===== src/rtl/a_rom_mm_ctrl.sv =====
// A-matrix coefficient ROM sequencer: walks the ROM once per start, paced by x_valid,
// emitting latency-aligned MAC strobes. Define A_ROM_MM_CTRL_ABORT_EN to add the abort input.
module a_rom_mm_ctrl #(
  parameter  int ADDR_W     = 4,
  parameter  int NUM_WORDS  = 16,
  parameter  int GROUP_LEN  = 4,
  parameter  int ROM_LAT    = 1,
  localparam int NUM_GROUPS = NUM_WORDS / GROUP_LEN,
  localparam int IDX_W      = (NUM_GROUPS > 1) ? $clog2(NUM_GROUPS) : 1
) (
  input  logic              clk,
  input  logic              rst,
  input  logic              aload_done,
  input  logic              start,
  input  logic              x_valid,
`ifdef A_ROM_MM_CTRL_ABORT_EN
  input  logic              abort,
`endif
  output logic              x_ready,
  output logic [ADDR_W-1:0] rom_addr,
  output logic              mac_en,
  output logic              mac_clr,
  output logic              res_valid,
  output logic [IDX_W-1:0]  res_idx,
  output logic              busy,
  output logic              done
);

  localparam int DRN_W = $clog2(ROM_LAT + 2);
  localparam logic [ADDR_W-1:0] LAST_ADDR = ADDR_W'(NUM_WORDS - 1);

  typedef enum logic [2:0] {
    S_WAIT_LOAD,
    S_IDLE,
    S_RUN,
    S_DRAIN,
    S_DONE
  } state_t;

  state_t                          state_q, state_d;
  logic [ADDR_W-1:0]               cnt_q, cnt_d;
  logic [DRN_W-1:0]                drn_q, drn_d;
  logic [ROM_LAT-1:0]              pipe_vld_q, pipe_vld_d;
  logic [ROM_LAT-1:0]              pipe_clr_q, pipe_clr_d;
  logic [ROM_LAT-1:0]              pipe_lst_q, pipe_lst_d;
  logic [ROM_LAT-1:0][IDX_W-1:0]   pipe_idx_q, pipe_idx_d;
  logic                            res_valid_q, res_valid_d;
  logic [IDX_W-1:0]                res_idx_q, res_idx_d;
  logic                            issue;
  logic                            out_vld;
  logic                            abort_hit;
  logic [31:0]                     addr_w;

`ifdef A_ROM_MM_CTRL_ABORT_EN
  assign abort_hit = abort && ((state_q == S_RUN) || (state_q == S_DRAIN));
`else
  assign abort_hit = 1'b0;
`endif

  // An abort suppresses the strobes already leaving the pipeline in the same cycle.
  assign out_vld = pipe_vld_q[ROM_LAT-1] && !abort_hit;

  always_comb begin
    state_d = state_q;
    cnt_d   = cnt_q;
    drn_d   = '0;
    issue   = 1'b0;
    addr_w  = 32'(cnt_q);

    unique case (state_q)
      S_WAIT_LOAD: if (aload_done) state_d = S_IDLE;
      S_IDLE: begin
        cnt_d = '0;
        if (!aload_done)  state_d = S_WAIT_LOAD;
        else if (start)   state_d = S_RUN;
      end
      S_RUN: begin
        if (x_valid) begin
          issue = 1'b1;
          if (cnt_q == LAST_ADDR) begin
            cnt_d   = '0;
            state_d = S_DRAIN;
          end else begin
            cnt_d = cnt_q + 1'b1;
          end
        end
      end
      S_DRAIN: begin
        drn_d = drn_q + 1'b1;
        if (drn_q == DRN_W'(ROM_LAT)) begin
          drn_d   = '0;
          state_d = S_DONE;
        end
      end
      S_DONE:  state_d = S_IDLE;
      default: state_d = S_WAIT_LOAD;
    endcase

    if (abort_hit) begin
      state_d = S_IDLE;
      cnt_d   = '0;
      drn_d   = '0;
      issue   = 1'b0;
    end
  end

  // Latency pipeline: stage 0 captures the issue, the last stage drives the MAC strobes.
  always_comb begin
    pipe_vld_d    = '0;
    pipe_clr_d    = '0;
    pipe_lst_d    = '0;
    pipe_idx_d    = '0;
    pipe_vld_d[0] = issue;
    pipe_clr_d[0] = issue && ((addr_w % 32'(GROUP_LEN)) == 32'd0);
    pipe_lst_d[0] = issue && ((addr_w % 32'(GROUP_LEN)) == 32'(GROUP_LEN - 1));
    pipe_idx_d[0] = IDX_W'(addr_w / 32'(GROUP_LEN));
    for (int unsigned i = 1; i < ROM_LAT; i++) begin
      pipe_vld_d[i] = pipe_vld_q[i-1];
      pipe_clr_d[i] = pipe_clr_q[i-1];
      pipe_lst_d[i] = pipe_lst_q[i-1];
      pipe_idx_d[i] = pipe_idx_q[i-1];
    end
    if (abort_hit) begin
      pipe_vld_d = '0;
      pipe_clr_d = '0;
      pipe_lst_d = '0;
    end

    res_valid_d = out_vld && pipe_lst_q[ROM_LAT-1];
    res_idx_d   = res_valid_d ? pipe_idx_q[ROM_LAT-1] : res_idx_q;
  end

  always_ff @(posedge clk) begin
    if (rst) begin
      state_q     <= S_WAIT_LOAD;
      cnt_q       <= '0;
      drn_q       <= '0;
      pipe_vld_q  <= '0;
      pipe_clr_q  <= '0;
      pipe_lst_q  <= '0;
      pipe_idx_q  <= '0;
      res_valid_q <= 1'b0;
      res_idx_q   <= '0;
    end else begin
      state_q     <= state_d;
      cnt_q       <= cnt_d;
      drn_q       <= drn_d;
      pipe_vld_q  <= pipe_vld_d;
      pipe_clr_q  <= pipe_clr_d;
      pipe_lst_q  <= pipe_lst_d;
      pipe_idx_q  <= pipe_idx_d;
      res_valid_q <= res_valid_d;
      res_idx_q   <= res_idx_d;
    end
  end

  assign x_ready   = (state_q == S_RUN);
  assign busy      = (state_q == S_RUN) || (state_q == S_DRAIN);
  assign done      = (state_q == S_DONE);
  assign rom_addr  = cnt_q;
  assign mac_en    = out_vld;
  assign mac_clr   = out_vld && pipe_clr_q[ROM_LAT-1];
  assign res_valid = res_valid_q && !abort_hit;
  assign res_idx   = res_idx_q;

endmodule

===== config.mk =====
export PLATFORM = sky130hd
export DESIGN_NAME = a_rom_mm_ctrl
export DESIGN_NICKNAME = d
export VERILOG_FILES = /design/src/rtl/a_rom_mm_ctrl.sv
export SDC_FILE = /design/constraint.sdc
export NUM_CORES = 1
export LEC_CHECK = 0
export ABC_AREA = 0
export CORE_AREA = 2 2 39 41
export CTS_BUF_LIST = sky130_fd_sc_hd__clkbuf_4
export CTS_CLUSTER_DIAMETER = 100
export DETAILED_ROUTE_END_ITERATION = 7
export DIE_AREA = 0 0 41 43
export DONT_BUFFER_PORTS = 1
export GPL_TIMING_DRIVEN = 1
export PLACE_DENSITY = 0.8
export SYNTH_ARGS = -nofsm -noshare
export SYNTH_HDL_FRONTEND = slang
export SYNTH_SLANG_ARGS = --single-unit

===== constraint.sdc =====
create_clock -name clk -period 1.6 [get_ports clk]
set_input_delay 0 -clock clk [delete_from_list [all_inputs] [get_ports clk]]
set_output_delay 0 -clock clk [all_outputs]
set_load 0.005 [all_outputs]

Word-level counts from Yosys, hierarchy flattened --
Index checks and enable logic that the tools add are counted.
Storage, ports and cells: register bits after elaboration 17, latch bits 0, bits in writable memories 0, ROM bits 0, input bits 5, output and inout port bits 12, word-level logic and storage cells 47, memories kept 0
Operators by class: add/subtract/negate cells 2, $mul 0, div/mod/pow operators 0, magnitude comparators 0, equal/unequal tests 12, shift operators 0, muxes and demuxes 12, bitwise logic cells 1, reductions and logical operators 11
Operators with widths (number):
- 32-bit zero test | 1
- 3-bit 2-to-1 mux | 6
- 3-bit case mux with 5 select lines | 1
- 4-bit 2-to-1 mux | 2
- 4-bit case mux with 2 select lines | 1
- 3-bit by 2-bit equality test with 1-bit output, second input constant | 2
- 2-bit inequality test, second input constant | 3
- 5-bit AND reduction | 1
- 4-bit by 1-bit adder with 4-bit output, second input constant | 1
- 4-bit equality test, second input constant | 1
- 1-bit logical AND | 4
- 3-bit by 1-bit equality test with 1-bit output, second input constant | 1
- 3-bit equality test, second input constant | 1
- 3-bit zero test | 1
- 3-bit inequality test, second input constant | 1
- 3-bit OR reduction | 1
- 2-bit by 1-bit adder with 2-bit output, second input constant | 1
- 2-bit by 1-bit equality test with 1-bit output, second input constant | 1
- 2-bit equality test, second input constant | 1
- 1-bit 2-to-1 mux | 2
- 2-bit by 1-bit inequality test with 1-bit output, second input constant | 1
- 2-bit AND reduction | 1
- 2-bit nonzero test | 1
- 1-bit logical OR | 1
- 1-bit inverter | 1

Depth between registers and ports, before layout --
Gate-level depths: netlist (run 1).
word-level depth 4, depth in mapped cells 5, gate-level depth less buffers 5

Worst setup path after synthesis (run 1) --
OpenSTA, ideal clock, no wires.
path type flip-flop to flip-flop, start reg state_q[2], end reg cnt_q[3], in the netlist rom_addr[3], library setup time 0.117 ns, arrival 1.228 ns, required time 1.483 ns, setup slack 0.255 ns, cell stages (with the launch flop) 5, buffers on the path 1, clock period less this slack 1.345 ns, path through dfxtp_1 buf_6 or3b_4 a32o_1 a22o_1
On the way: cells in the longest elaborated chain, start to end 3, elaborated cells on any way between the ends 6, those cells by class 3 x eq/ne; 1 x mux; 2 x reduce/logical
Ends and longest elaborated chain:
- from (decl) | RTL line 40 | state_t state_q, state_d;
- from (signal assigned) | RTL line 145 | state_q <= state_d;
- 3-bit by 2-bit equality test with 1-bit output or 3-bit by 1-bit equality test with 1-bit output (tied branches) | RTL line 70 | unique case (state_q)
- 2-bit inequality test (no source line) or 2-bit nonzero test (tied branches)
- 2-bit AND reduction (no source line)
- to (signal assigned) | RTL line 146 | cnt_q <= cnt_d;
- to (decl) | RTL line 41 | logic [ADDR_W-1:0] cnt_q, cnt_d;
Parallel ways exist; a longest one is shown, timed or not. A chain may end at the register's enable or synchronous reset.

Worst setup path in the final report (run 1) --
start reg state_q[1], end reg state_q[1]
On the way: cells in the longest elaborated chain, start to end 3, elaborated cells on any way between the ends 12, those cells by class 9 x eq/ne; 1 x mux; 2 x reduce/logical
Ends and longest elaborated chain (RTL line):
- 3-bit by 1-bit equality test with 1-bit output (tied with other cells) | 70
- 3-bit inequality test (no source line) (tied with other cells)
- 5-bit AND reduction (no source line)
Parallel ways exist; a longest one is shown, timed or not.

==> results of run 1 <==
## worst max-delay path, delay by kind of cell, from the launching register on
family	cells	cell delay, ns
buffers and inverters	1	0.57
flip-flops	1	0.55
AND/OR/NAND/NOR	1	0.20
AO/OA/AOI/OAI	1	0.08
## how the worst max path moves through the flow
stage | from | to | slack (ns)
2_1_floorplan | state_q[2] | rom_addr[3] | 0.25
3_3_place_gp | state_q[1] | rom_addr[3] | 0.23
3_5_place_dp | state_q[1] | rom_addr[3] | 0.18
4_1_cts | state_q[1] | state_q[1] | 0.13
5_1_grt | state_q[1] | state_q[1] | 0.009
6_report | state_q[1] | state_q[1] | 0.11
## power breakdown
group / internal [W] / switching [W] / total (W)
sequential: 0.000427 / 0.00000721 / 0.000435
combinational: 0.0000299 / 0.0000262 / 0.0000562
clock: 0.000114 / 0.000124 / 0.000237
## per-layer routing
| metal | part of all wire | vias up | wire, um | GRT usage |
|---|---|---|---|---|
| met5 | 0 | - | 0 | 0 |
| met4 | 0.0074 | 0 | 11 | 0.0933 |
| met3 | 0.074 | 2 | 111 | 0.0628 |
| met2 | 0.50 | 29 | 740 | 0.306 |
| met1 | 0.42 | 279 | 626 | 0.242 |
| li1 | - | 291 | - | - |
## sequential cells by signal (all words and copies together) (netlist names)
| name | cells |
|---|---|
| pipe_lst_q | 1 |
| mac_en | 1 |
| res_idx | 2 |
| state_q | 3 |
| rom_addr | 4 |
| pipe_idx_q | 2 |
| drn_q | 2 |
| res_valid | 1 |
| pipe_clr_q | 1 |
## layout make-up
type | instances | area [sq um]
Inverter | 3 | 11.3
Fill cell | 120 | 556
Sequential cell | 17 | 340
Tap cell | 16 | 20.0
Timing Repair Buffer | 7 | 62.6
Clock buffer | 4 | 30.0
Multi-Input combinational cell | 54 | 364
## metrics by stage
| stage | cells | setup WS, ns | util | hold slack (ns) |
|---|---|---|---|---|
| after global placement | 93 | 0.226 | 0.548 | 0.0704 |
| after global routing | 101 | 0.00928 | 0.599 | 0.0371 |
| final | 101 | 0.112 | 0.599 | 0.0227 |
| after CTS | 101 | 0.134 | 0.599 | 0.0151 |
| after detailed placement | 93 | 0.184 | 0.548 | 0.0733 |
| after floorplan | 78 | 0.255 | - | 0.0833 |
## placed cells by master, fill, tap and decap left out, types with 2 or more instances in the layout
cell           count
a21oi_1            4
clkbuf_4           4
and3_1             2
nand3_1            7
nor2_1             6
a31oi_1            2
nand2_1            4
dlygate4sd3_1      4
inv_1              3
ha_1               3
nor2b_1            3
dfxtp_1           17
buf_4              3
and2_1             4
nor3b_1            4
## kinds of logic after synthesis
kind of cell               after synthesis  share of synthesized area
AOI/OAI and AO/OA                       13                      0.121
and+or+nand+nor                         38                      0.318
DFF                                     17                      0.458
buffers and inverters                    7                     0.0522
adders and majority gates                3                     0.0505
==> impl_metrics.py, run 1 <==
metrics = {
    "worst_setup_path": {
        "slowest_delay_ns": 0.57,
        "crit_chain": "a31oi_1 > dlygate4sd3_1 > nor4_1",
        "timing.rr.end": "state_q[1]",
        "critPathMaxFanout": 13,
        "r2r_cells": 3,
        "cp-start-kind": "register",
        "cp_slowest_cell": "dlygate4sd3_1",
        "crit_path_end_kind": "register",
        "r2r-start": "state_q[1]",
        "arrival_ns": 1.68,
        "critPathKind": "reg -> reg",
        "rrSetupSlack_ns": 0.11,
        "worstPathRequired_ns": 1.80,
    },
    "placement": {
        "hpwlAfterDp_um": 1000,
        "placed_cell_area_sq_um": 758,
        "port_buffers": 0,
        "gp_congestion": 0.851,
    },
    "routing": {
        "drtIter0Drc": 25,
        "postRouteAntennaNets": 0,
        "avgViaCountPerCell": 5.95,
        "vias": 601,
        "wl_per_cell_um": 14.8,
        "drt-total-wl_um": 1490,
        "drc": 0,
        "dr.pass1.iters": 4,
    },
    "grt": {
        "grt_max_degree": 14,
        "grt_pass1_wl_um": 2380,
        "grt_pass1_vias": 571,
        "grt_overflow": 0,
        "grt_usage": 0.199,
        "antenna_found_initial": 0,
    },
    "timing": {
        "fin_crit_sh": 0.930,
        "fin_crit_ns": 1.49,
        "slew_viol_final": 0,
        "max_freq_mhz": 672,
        "finalSetupTns_ns": 0,
        "maxSlewHeadroom": 0.711,
        "rsz0062_at_grt": "false",
        "finClkSkew_ns": 0.00176,
        "finalHoldViolations": 0,
        "finalSetupViolations": 0,
        "worstMarginPinSlew_ns": 0.432,
    },
    "floorplanning": {
        "io_pins": 17,
        "dieArea_sq_um": 1760,
        "die_h_um": 43,
        "die_w_um": 41,
        "placementRows": 14,
        "start_util": 0.537,
        "fp.coreArea_sq_um": 1380,
    },
    "clock_network": {
        "cts_tree": "done",
        "cts_resized": 0,
        "cts_buffers": 3,
        "cts_hold_buf": 4,
        "cts_buffer_depth": 2,
        "clk_pin_slew_ns": 0.09,
        "cts.sinks": 17,
        "htreeDepth": 1,
        "post-cts-setup-buffer-count": 0,
        "root_buffer": "clkbuf_4",
        "clk_latency_ns": 0.28,
    },
    "status": {
        "status": "completed",
    },
    "synthesis": {
        "synth_top_cell_area_share": 0.458,
        "synth_top_area_cell": "dfxtp_1",
        "seq_area_frac_synth": 0.458,
        "yosysMostFrequentCell": "dfxtp_1",
        "synth_async_sr_flop_share": 0,
        "synth_edf_count": 0,
        "yosys-top-cells-area": "dfxtp_1 46%, ha_1 5.1%, nand3_1 4.7%",
        "synthTopCellsByCount": "17 x dfxtp_1, 7 x nand3_1, 6 x nor2_1",
        "synth_fp_nets": 86,
        "syn_avg_cell_area_sq_um": 9.53,
        "ys_types": 31,
        "synth-seq-cells": 17,
        "netlist_area_sq_um": 743,
        "yosysWarnings": 0,
        "synth_ff_type": "dfxtp_1",
        "netlist_instances": 78,
    },
    "finish": {
        "diodes": 0,
        "final_area_sq_um": 828,
        "nNetsFinal": 94,
        "area_delta_synth_final_pct": 11.4,
        "drive_above_1_share": 0.118,
    },
    "power_and_ir_drop": {
        "total_power_w": 0.000728,
        "ir_drop_uv": 625,
        "p_per_area_nw_per_um2": 879,
        "power.leakage_nw": 0.313,
    },
    "hold_path": {
        "hold_depth": 3,
        "hold_class": "in -> reg",
        "worstHoldEndpoint": "state_q[0]",
        "hp-start": "start",
    },
    "job": {
        "maxCapViolCount": 0,
    },
}
(Power assumes the default switching activity.)
==> inputs of run 2 (changes only) <==
==> constraint.sdc (replaced) <==
create_clock -name clk -period 1.6 [get_ports clk]
set_input_delay 0.16 -clock clk [delete_from_list [all_inputs] [get_ports clk]]
set_output_delay 0.16 -clock clk [all_outputs]
set_load 0.005 [all_outputs]
==> run 2 against run 1 <==
Against the previous run: total power shrank 1.0%; non-clock buffer count shrank 3; highest routed layer unchanged; combinational power shrank 15%; design area shrank 3.6%; setup slack gained 0.039 ns; utilization shrank 2.2 points; sequential share of layout area grew 1.5 points; via count shrank 3.2%; flip-flop and latch count is the same; first-iteration DRC count is the same; clock skew grew 0.0011 ns; critical path depth is the same.
==> impl_metrics.py, run 2 (synthesized netlist as in run 1, its figures left out) <==
metrics = {
    "status": {
        "status": "completed",
    },
    "routing": {
        "vias": 582,
        "drt-total-wl_um": 1390,
        "drtIter0Drc": 25,
        "dr.pass1.iters": 4,
        "postRouteAntennaNets": 0,
        "drc": 0,
        "wl_per_cell_um": 14.2,
        "avgViaCountPerCell": 5.94,
    },
    "timing": {
        "fin_crit_sh": 0.906,
        "finalSetupTns_ns": 0,
        "maxSlewHeadroom": 0.728,
        "finClkSkew_ns": 0.00288,
        "timing.hold.ws_ns": 0.0709,
        "finalSetupViolations": 0,
        "slew_viol_final": 0,
        "worstMarginPinSlew_ns": 0.407,
        "max_freq_mhz": 690,
        "fin_crit_ns": 1.45,
        "finalHoldViolations": 0,
        "rsz0062_at_grt": "false",
    },
    "worst_setup_path": {
        "path_buf_inv": 0,
        "cp_slowest_cell": "dfxtp_1",
        "crit_chain": "nand4bb_1 > a32o_1 > a22o_1",
        "critPathMaxFanout": 13,
        "critPathKind": "reg -> reg",
        "crit_path_end_kind": "register",
        "cp-start-kind": "register",
        "worstPathRequired_ns": 1.78,
        "crit_family": "flip-flops",
        "rrSetupSlack_ns": 0.15,
        "arrival_ns": 1.63,
        "slowest_delay_ns": 0.55,
    },
    "placement": {
        "hpwlAfterDp_um": 1000,
        "dp_cells": 93,
        "gp_congestion": 0.851,
        "port_buffers": 0,
    },
    "floorplanning": {
        "die_w_um": 41,
        "start_util": 0.537,
        "die_h_um": 43,
        "fp.coreArea_sq_um": 1380,
        "placementRows": 14,
        "dieArea_sq_um": 1760,
        "io_pins": 17,
    },
    "finish": {
        "regArea_sq_um": 340,
        "stdcell_count": 98,
        "diodes": 0,
        "fin_util": 0.577,
        "drive_above_1_share": 0.122,
        "area_delta_synth_final_pct": 7.41,
        "largest_reg_flops": 4,
        "final_common_cell": "dfxtp_1",
        "nNetsFinal": 91,
        "multiInputGateArea_sq_um": 364,
        "fillCellCount": 124,
        "final_cell_mix": "17 x dfxtp_1, 7 x nand3_1, 6 x nor2_1",
    },
    "job": {
        "maxCapViolCount": 0,
    },
    "clock_network": {
        "clk_latency_ns": 0.28,
        "cts_buffers": 3,
        "post-cts-setup-buffer-count": 0,
        "cts.sinks": 17,
        "cts_buffer_depth": 2,
        "root_buffer": "clkbuf_4",
        "htreeDepth": 1,
        "cts_tree": "done",
        "clk_pin_slew_ns": 0.09,
    },
    "power_and_ir_drop": {
        "total_power_w": 0.000721,
        "power.leakage_nw": 0.302,
        "p_per_area_nw_per_um2": 903,
        "ir_drop_uv": 619,
    },
    "hold_path": {
        "hold_class": "in -> reg",
    },
    "grt": {
        "grt_max_degree": 14,
        "grt_overflow": 0,
        "antenna_found_initial": 0,
        "grt_usage": 0.189,
        "grt_pass1_vias": 553,
        "grt_pass1_wl_um": 2280,
    },
}
run 2: repair_timing:
action,CTS,global route
endpoints found under the setup margin,0,0
hold endpoints to repair,11,0
resized for setup,0,0
hold buffers,1,0
run 2: power by group:
group	switching, W	internal [W]
Sequential	0.00000723	0.000427
Combinational	0.0000235	0.0000244
Clock	0.000124	0.000114
Total	0.000155	0.000566
run 2: path summary, 6_finish.rpt:
path,endpoint,start,cells past startpoint
max,rom_addr[3],state_q[1],3
min,drn_q[0],rst,3
min reg2reg,drn_q[0],drn_q[0],1
max reg2reg,rom_addr[3],state_q[1],3
run 2: cell type report:
type	instances	share of cell area
clock buffer	4	0.0376
inverter	3	0.0141
multi-input combinational	54	0.456
sequential	17	0.426
tap	16	0.0251
timing repair buffer	4	0.0408
run 2: routing by layer:
metal  global-route usage  part of all wire
met4               0.0800             0.022
met2                0.297              0.48
met1                0.225              0.43
met5                    0                 0
met3               0.0628             0.071
run 2: worst reg2reg max path, stage by stage, from the launching register on:
cell and delay [ns]:
dfxtp_1 0.55, nand4bb_1 0.29, a32o_1 0.29, a22o_1 0.22
run 2: per-stage QoR:
stage / setup slack [ns] / area [sq um]
6_report: 0.151 / 798
2_1_floorplan: 0.255 / 743
3_3_place_gp: 0.226 / 758
3_5_place_dp: 0.184 / 758
4_1_cts: 0.171 / 798
5_1_grt: 0.0506 / 798
==> inputs of run 3 (changes only) <==
--- a/config.mk
+++ b/config.mk
@@ -14,6 +14,7 @@
 export DONT_BUFFER_PORTS = 1
 export GPL_TIMING_DRIVEN = 1
 export PLACE_DENSITY = 0.8
+export SETUP_SLACK_MARGIN = 0.4
 export SYNTH_ARGS = -nofsm -noshare
 export SYNTH_HDL_FRONTEND = slang
 export SYNTH_SLANG_ARGS = --single-unit
==> run 3 against run 2 <==
Against the previous run: the flow now finishes with violations (hold timing); total power decreased by 0.78%; fmax grew 10%; clock-buffer cell count down 1; routed wire length rose by 5.3%.
==> impl_metrics.py, run 3 (synthesized netlist as in run 1, its figures left out) <==
metrics = {
    "status": {
        "status": "finished with violations",
        "violations": "hold timing",
    },
    "grt": {
        "grt_pass1_wl_um": 2220,
        "grt_overflow": 0,
        "grt_pass1_vias": 515,
        "grt_max_degree": 13,
        "grt_usage": 0.192,
        "antenna_found_initial": 0,
    },
    "worst_setup_path": {
        "worstPathRequired_ns": 1.80,
        "critPathKind": "reg -> reg",
        "cp-start-kind": "register",
        "crit_path_end_kind": "register",
        "critPathMaxFanout": 7,
        "r2r_cells": 3,
        "arrival_ns": 1.51,
    },
    "finish": {
        "fillCellCount": 115,
        "final_cell_mix": "11 x dfxtp_1, 6 x nand3_1, 5 x nor2_1",
        "diodes": 0,
        "final_common_cell": "dfxtp_1",
        "nNetsFinal": 92,
        "fin_util": 0.631,
        "area_delta_synth_final_pct": 17.5,
        "regArea_sq_um": 358,
        "drive_above_1_share": 0.313,
        "largest_reg_flops": 4,
        "multiInputGateArea_sq_um": 415,
    },
    "floorplanning": {
        "placementRows": 14,
        "dieArea_sq_um": 1760,
        "die_h_um": 43,
        "fp.coreArea_sq_um": 1380,
        "io_pins": 17,
        "die_w_um": 41,
        "start_util": 0.537,
    },
    "routing": {
        "avgViaCountPerCell": 5.97,
        "drt-met1-wl_um": 646,
        "drtIter0Drc": 5,
        "drc": 0,
        "dr.max_layer_used": "met4",
        "dr.pass1.iters": 4,
        "wl_met3_um": 93,
        "wl_per_cell_um": 14.8,
        "vias": 591,
        "drt-total-wl_um": 1460,
        "postRouteAntennaNets": 0,
        "met2_length_um": 670,
    },
    "timing": {
        "finalSetupViolations": 0,
        "finClkSkew_ns": 0.00574,
        "slew_viol_final": 0,
        "rsz0062_at_grt": "true",
        "max_freq_mhz": 761,
        "worstMarginPinSlew_ns": 0.335,
        "finalSetupTns_ns": 0,
        "maxSlewHeadroom": 0.776,
        "finalHoldViolations": 11,
        "fin_crit_ns": 1.31,
        "timing.hold.ws_ns": -0.0889,
        "fin_crit_sh": 0.822,
        "postLayoutSetupSlackWorst_ns": 0.285,
    },
    "placement": {
        "hpwlAfterDp_um": 931,
        "port_buffers": 0,
        "dpl_worst_slack_ns": 0.248,
        "gp_congestion": 0.837,
    },
    "clock_network": {
        "clk_pin_slew_ns": 0.10,
        "clk_latency_ns": 0.29,
        "cts_buffers": 3,
        "root_buffer": "clkbuf_4",
        "cts_tree": "done",
        "htreeDepth": 1,
        "cts_buffer_depth": 2,
        "cts.sinks": 17,
    },
    "hold_path": {
        "hold_class": "in -> reg",
        "hold_depth": 1,
    },
    "power_and_ir_drop": {
        "ir_drop_uv": 548,
        "p_per_area_nw_per_um2": 819,
        "total_power_w": 0.000715,
        "power.leakage_nw": 0.320,
    },
    "job": {
        "maxCapViolCount": 0,
    },
}
run 3: worst paths after layout:
path                            startpoint           to  slack, ns
worst max-delay path            state_q[0]  rom_addr[3]       0.29
worst min-delay path                   rst  rom_addr[1]      -0.09
worst max register to register  state_q[0]  rom_addr[3]       0.29
worst min register to register    drn_q[0]     drn_q[0]       0.43
run 3: critical path: stages, from the launching register on:
cell     delay, ns
dfxtp_4       0.40
or3b_4        0.40
a32o_1        0.21
a22o_1        0.20
run 3: cell type report:
class / instances / area share
inverters: 3 / 0.0129
repair buffers: 5 / 0.0473
well taps: 16 / 0.0229
multi-input cells: 54 / 0.476
clock inverters: 1 / 0.00573
clock buffers: 3 / 0.0258
flip-flops and latches: 17 / 0.410
run 3: routing by layer:
| metal | global-route usage | vias to the layer above |
|---|---|---|
| met5 | 0 | - |
| met4 | 0.100 | 0 |
| met3 | 0.110 | 8 |
| met2 | 0.269 | 17 |
| met1 | 0.223 | 277 |
| li1 | - | 289 |
run 3: per-stage QoR:
step	cell area (sq um)	cells
2_1_floorplan	748	78
3_3_place_gp	752	92
3_5_place_dp	752	92
4_1_cts	810	98
5_1_grt	873	99
6_report	873	99
run 3: power by group:
part / switching [W] / internal, W
registers: 0.00000764 / 0.000424
clock network: 0.000135 / 0.0000930
logic: 0.0000237 / 0.0000318
run 3: what timing repair did:
item,in CTS,in global routing
endpoints found under the hold margin,11,11
pin swaps,0,1
endpoints found under the setup margin,10,10
setup buffers,2,1
resized for setup,6,14
